File: config.mk
export PLATFORM = sky130hd
export DESIGN_NAME = fp32_booth_multiplier
export DESIGN_NICKNAME = d
export VERILOG_FILES = /design/src/rtl/fp32_booth_multiplier.sv
export SDC_FILE = /design/constraint.sdc
export NUM_CORES = 1
export LEC_CHECK = 0
export ABC_AREA = 0
export CAP_MARGIN = 10
export CORE_MARGIN = 4
export CORE_UTILIZATION = 50
export DETAILED_ROUTE_END_ITERATION = 12
export PLACE_DENSITY = 0.75
export SETUP_SLACK_MARGIN = 0.2
export SYNTH_ARGS = -nofsm -noshare
export SYNTH_HDL_FRONTEND = slang
export SYNTH_SLANG_ARGS = --single-unit
File: constraint.sdc
create_clock -name clk -period 4.9 [get_ports clk]
set_clock_uncertainty 0.05 [all_clocks]
set_input_delay 0.98 -clock clk [delete_from_list [all_inputs] [get_ports clk]]
set_output_delay 0.98 -clock clk [all_outputs]
set_load 0.01 [all_outputs]
File: src/rtl/fp32_booth_multiplier.sv
// fp32_booth_multiplier: sequential IEEE-754 single-precision multiplier
// using a radix-4 Booth significand datapath, flush-to-zero, round-nearest-even.
module fp32_booth_multiplier #(
   parameter int ITERS = 13
) (
   input  logic        clk,
   input  logic        rst,
   input  logic        in_valid,
   output logic        in_ready,
   input  logic [31:0] multiplicand,
   input  logic [31:0] multiplier,
   output logic        out_valid,
   input  logic        out_ready,
   output logic [31:0] product
);
   typedef enum logic [1:0] {IDLE, ITER, ROUND, DONE} state_t;
   state_t state, state_nxt;
   logic [31:0] a, b;
   logic [3:0]  cnt;
   logic [49:0] acc, acc_sum;
   logic [25:0] m, pp, a1, a2;
   logic        prev;
   logic [2:0]  t;
   logic [47:0] mag;
   logic [9:0]  e0, e1;
   logic [22:0] frac;
   logic [23:0] sig;
   logic        hi, g, r, s, up, sgn;
   logic        zero_a, zero_b, inf_a, inf_b, nan_any, inf_any, zero_any;
   logic [31:0] res;

   always_ff @(posedge clk or negedge rst)
      if (!rst) state <= IDLE;
      else state <= state_nxt;

   always_comb begin
      state_nxt = state;
      case (state)
         IDLE:  state_nxt = in_valid ? ITER : IDLE;
         ITER:  state_nxt = (cnt == 4'(ITERS - 1)) ? ROUND : ITER;
         ROUND: state_nxt = DONE;
         DONE:  state_nxt = (out_valid && out_ready) ? IDLE : DONE;
      endcase
   end

   always_comb in_ready = (state == IDLE);

   // Booth digit from {m[1:0], prev}: 0 for 000/111, +-1 and +-2 otherwise
   assign t = {m[1:0], prev};
   assign a1 = {2'b00, |a[30:23], a[22:0]};
   assign a2 = {1'b0, |a[30:23], a[22:0], 1'b0};
   assign pp = (t == 3'b001 || t == 3'b010) ? a1 :
               (t == 3'b011) ? a2 :
               (t == 3'b100) ? -a2 :
               (t == 3'b101 || t == 3'b110) ? -a1 : '0;
   assign acc_sum = acc + {pp[25], pp, 23'b0};

   always_ff @(posedge clk or negedge rst)
      if (!rst) begin
         a    <= '0;
         b    <= '0;
         m    <= '0;
         prev <= 1'b0;
         acc  <= '0;
         cnt  <= '0;
      end else if (state == IDLE && in_valid) begin
         a    <= multiplicand;
         b    <= multiplier;
         m    <= {2'b00, |multiplier[30:23], multiplier[22:0]};
         prev <= 1'b0;
         acc  <= '0;
         cnt  <= '0;
      end else if (state == ITER) begin
         acc  <= $signed(acc_sum) >>> 2;
         m    <= {acc_sum[1:0], m[25:2]};
         prev <= m[1];
         cnt  <= cnt + 4'd1;
      end

   // acc/m together hold product * 2^23 once all digits are retired
   assign mag = {acc[44:0], m[25:23]};
   assign sgn = a[31] ^ b[31];
   assign e0  = {2'b00, a[30:23]} + {2'b00, b[30:23]} - 10'd127;
   assign hi  = mag[47];
   assign frac = hi ? mag[46:24] : mag[45:23];
   assign g   = hi ? mag[23] : mag[22];
   assign r   = hi ? mag[22] : mag[21];
   assign s   = (hi ? |mag[21:0] : |mag[20:0]) | |m[22:0];
   assign up  = g & (r | s | frac[0]);
   assign sig = {1'b0, frac} + {23'b0, up};
   assign e1  = e0 + {9'b0, hi} + {9'b0, sig[23]};

   assign zero_a   = (a[30:23] == 8'h00);
   assign zero_b   = (b[30:23] == 8'h00);
   assign inf_a    = (a[30:23] == 8'hFF) && (a[22:0] == '0);
   assign inf_b    = (b[30:23] == 8'hFF) && (b[22:0] == '0);
   assign inf_any  = inf_a | inf_b;
   assign zero_any = zero_a | zero_b;
   assign nan_any  = ((a[30:23] == 8'hFF) && (a[22:0] != '0)) ||
                     ((b[30:23] == 8'hFF) && (b[22:0] != '0)) || (inf_any && zero_any);
   assign res = nan_any ? 32'h7FC00000 :
                inf_any ? {sgn, 8'hFF, 23'b0} :
                zero_any ? {sgn, 31'b0} :
                ($signed(e1) >= 10'sd255) ? {sgn, 8'hFF, 23'b0} :
                ($signed(e1) <= 10'sd0) ? {sgn, 31'b0} : {sgn, e1[7:0], sig[22:0]};

   // out_valid follows DONE by one edge, giving a uniform 15-edge latency
   always_ff @(posedge clk or negedge rst)
      if (!rst) begin
         out_valid <= 1'b0;
         product   <= '0;
      end else begin
         out_valid <= (state == DONE) && !(out_valid && out_ready);
         if (state == ROUND) product <= res;
      end
endmodule

==> impl_results.md <==
- Die height: 159 um
- Met1 usage: 0.319
- Leak: 6.31 nW
- GPL Wtd Cong: 0.952
- Post-CTS Hold Buffers: 0
- PortBufs: 101
- Vias in the first global route: 10190
- Worst setup margin: 309 ps
- Total GRT Usage: 0.241
- Core footprint: 0.0221 sq mm
- Max FO, Critical Path: 4
- Status: finished clean
- Vias/cell: 5.94
- Synthesized cell area: 0.0114 sq mm
- Hold Vio Cnt, Final: 0
- Final wirelength: 30900 um
- Clk buf depth: 2
- Iter 0 DRT Violations: 834
- Setup WS pre-CTS: -14.3 ps
- Layout Nets: 1603
- Root Driver: clkbuf_16
- Crit-path max cell delay: 560 ps
- Share of cells above drive strength 1: 0.104
- Area Overhead vs Synth: 21.1%
- # IOs: 102
- CP max-delay cell: or4b_4
- Worst path cell trace: inv_2 > ha_4 > or4b_4 > or4b_4 > or3_4 > or2_0 > a211o_1 > o31a_1 > ha_4 > or2_4 > o31a_1 > a32oi_2 > a21oi_2 > or3_1 > a21oi_2 > xor2_1 > o21ai_0
- Global-route wire length before repair: 51100 um
- H-tree depth: 4
- Synthesized flop and latch total: 178
- Period utilization: 0.937
- # Max-Cap Violations: 0
- Antenna violations before repair: 0
- Clock Pin Slew Worst Setup and Hold Paths: 70 ps
- Register area share after synthesis: 0.392
- TritonCTS Buffers: 17
- Post-synth top flop: dfrtp_1
- Area after DPL: 0.0129 sq mm
- CTS Sinks: 178
- Row Count: 54
- Vias: 10564
- Min Tclk post-route: 4590 ps
- Final setup viols: 0
- # DRC: 0
- Final instance area: 0.0137 sq mm
- Crit path required time: 5140 ps
- Synth Net Count: 1496
- Antenna-violating nets left: 0
- Setup TNS: 0 ps
- Max Clk Rate: 0.218 GHz
- Die ar.: 0.0252 sq mm
- Most common cell after layout, fill and taps aside: nand2_1
- Die width: 159 um
- Worst-margin pin slew: 1010 ps
- RSZ-0062 raised after global routing: yes
- Most frequent cells in the layout: 351 x nand2_1, 178 x dfrtp_1, 100 x clkdlybuf4s50_1
- Power Dens Cells: 725 mW/mm^2
- Worst EP arrival: 4830 ps
- Setup CP Type: flip-flop to flip-flop
- Worst Setup Start Kind: flip-flop
- Number of synthesized flops with an enable pin: 0
- DP HPWL: 21800 um
- Met3 usage: 0.0337
- Yosys cell types: 72
- Worst hold path type: flip-flop to flip-flop
- Clock Latency Late Sink: 440 ps
- First-pass DRT Iterations: 7
- Largest net degree at the start of global routing: 110
- Post-Synthesis Cells: 1380
- Worst setup EP type: flip-flop
- TritonCTS clock tree: yes
- Worst vdd ir: 307 uV
- Top Family by Delay on Critical Path: simple AND/OR/NAND/NOR gates
- Worst rel slew slack: 0.328
- GR Overflow Total: 0
- WP buf/inv: 1
- Busiest layer in global routing: met2
- WL/cell: 17.4 um
- Asr flop ratio synth: 1.00
- Final Max Tran Viols: 0
- Ant diodes: 0
- Grt met2 use: 0.410
- Initial core utilization: 0.514
- Syn_area_per_cell: 8.23 sq um
- YS warnings: 0
## state kept, by name, summed over array words and instances, names as in the netlist
register / count
product: 32
b: 32
out_valid: 1
cnt: 4
a: 32
prev: 1
acc: 48
state: 2
m: 26
## Yosys cell counts (5+ instances only)
library cell | count | area (sq um)
mux2i_1 | 19 | 190
a21oi_1 | 66 | 330
nor2_1 | 63 | 236
nor4_1 | 27 | 169
o211ai_1 | 6 | 45.0
dfrtp_1 | 178 | 4450
ha_1 | 45 | 563
a22oi_1 | 25 | 188
o21bai_1 | 6 | 45.0
mux2_2 | 6 | 67.6
o31a_1 | 6 | 52.6
a22o_1 | 25 | 219
o21a_1 | 11 | 82.6
a21o_1 | 18 | 135
buf_1 | 12 | 45.0
o22a_1 | 6 | 52.6
o21ai_0 | 75 | 375
nand4_1 | 15 | 93.8
nand3b_1 | 6 | 45.0
a221oi_1 | 5 | 43.8
nand3_1 | 73 | 365
inv_1 | 26 | 97.6
a211oi_1 | 14 | 105
and2_1 | 8 | 50.1
or3_1 | 9 | 56.3
nand2_1 | 353 | 1330
o31ai_1 | 8 | 60.1
nor3_1 | 23 | 115
and3_1 | 7 | 43.8
clkbuf_1 | 63 | 236
a21boi_0 | 11 | 82.6
or2_2 | 6 | 37.5
xor2_1 | 36 | 315
xnor2_1 | 24 | 210
a31oi_1 | 11 | 68.8
nor2b_1 | 17 | 106
nand2b_1 | 14 | 87.6
## final timing paths
path | startpoint | slack, ps | cells past startpoint | to
worst min register to register | b[0] | 430 | 2 | b[0]
max in group asynchronous | rst | 3200 | 2 | b[22]
worst max register to register | a[0] | 310 | 17 | acc[40]
worst min-delay path | b[0] | 430 | 2 | b[0]
min in group asynchronous | rst | 650 | 1 | a[10]
worst max-delay path | a[0] | 310 | 17 | acc[40]
## worst register-to-register path: stages (launching register included)
cell and delay (ps):
dfrtp_1 410, inv_2 100, ha_4 140, or4b_4 470, or4b_4 560, or3_4 400
or2_0 230, a211o_1 280, o31a_1 130, ha_4 240, or2_4 240, o31a_1 120
a32oi_2 220, a21oi_2 90, or3_1 370, a21oi_2 160, xor2_1 150, o21ai_0 100
## logic make-up after synthesis
logic type,after synthesis,share of synthesized area
and+or+nand+nor,643,0.261
xor gates and xnor gates,60,0.0463
adders and majority gates,50,0.0566
buffers and inverters,109,0.0381
DFF,178,0.392
AOI/OAI and AO/OA,315,0.183
muxes,25,0.0227
## layout make-up
cell class	instances	area, sq um
fillers	1896	8340
multi-input cells	1093	6650
flip-flops and latches	178	4450
repair buffers	170	1570
clock buffers	18	429
well taps	280	350
clock inverters	13	196
inverters	27	101
## what timing repair did
action                     CTS  global route
gates resized for setup      9            32
pin swaps                    3            13
setup endpoints to repair    6            42
setup buffers                1             9
## stage by stage
step | utilization | hold slack, ps | total power (W) | cells
finish | 0.622 | 428 | 0.00997 | 1779
global route | 0.622 | 451 | 0.0108 | 1779
CTS | 0.613 | 429 | 0.00973 | 1770
detailed placement | 0.583 | 414 | 0.00816 | 1738
global placement | 0.583 | 410 | 0.00804 | 1738
floorplan | - | 396 | 0.00651 | 1380
## layer usage
layer,part of all wire,vias up
met5,0,-
met4,0.028,0
met3,0.046,49
met2,0.49,301
met1,0.44,5137
li1,-,5077
## where the power goes
part | internal [W] | total (W) | switching [W]
logic | 0.00251 | 0.00575 | 0.00324
registers | 0.00211 | 0.00275 | 0.000645
clock network | 0.000824 | 0.00147 | 0.000648
total | 0.00544 | 0.00997 | 0.00454
Power figures use the tool's default switching activity.
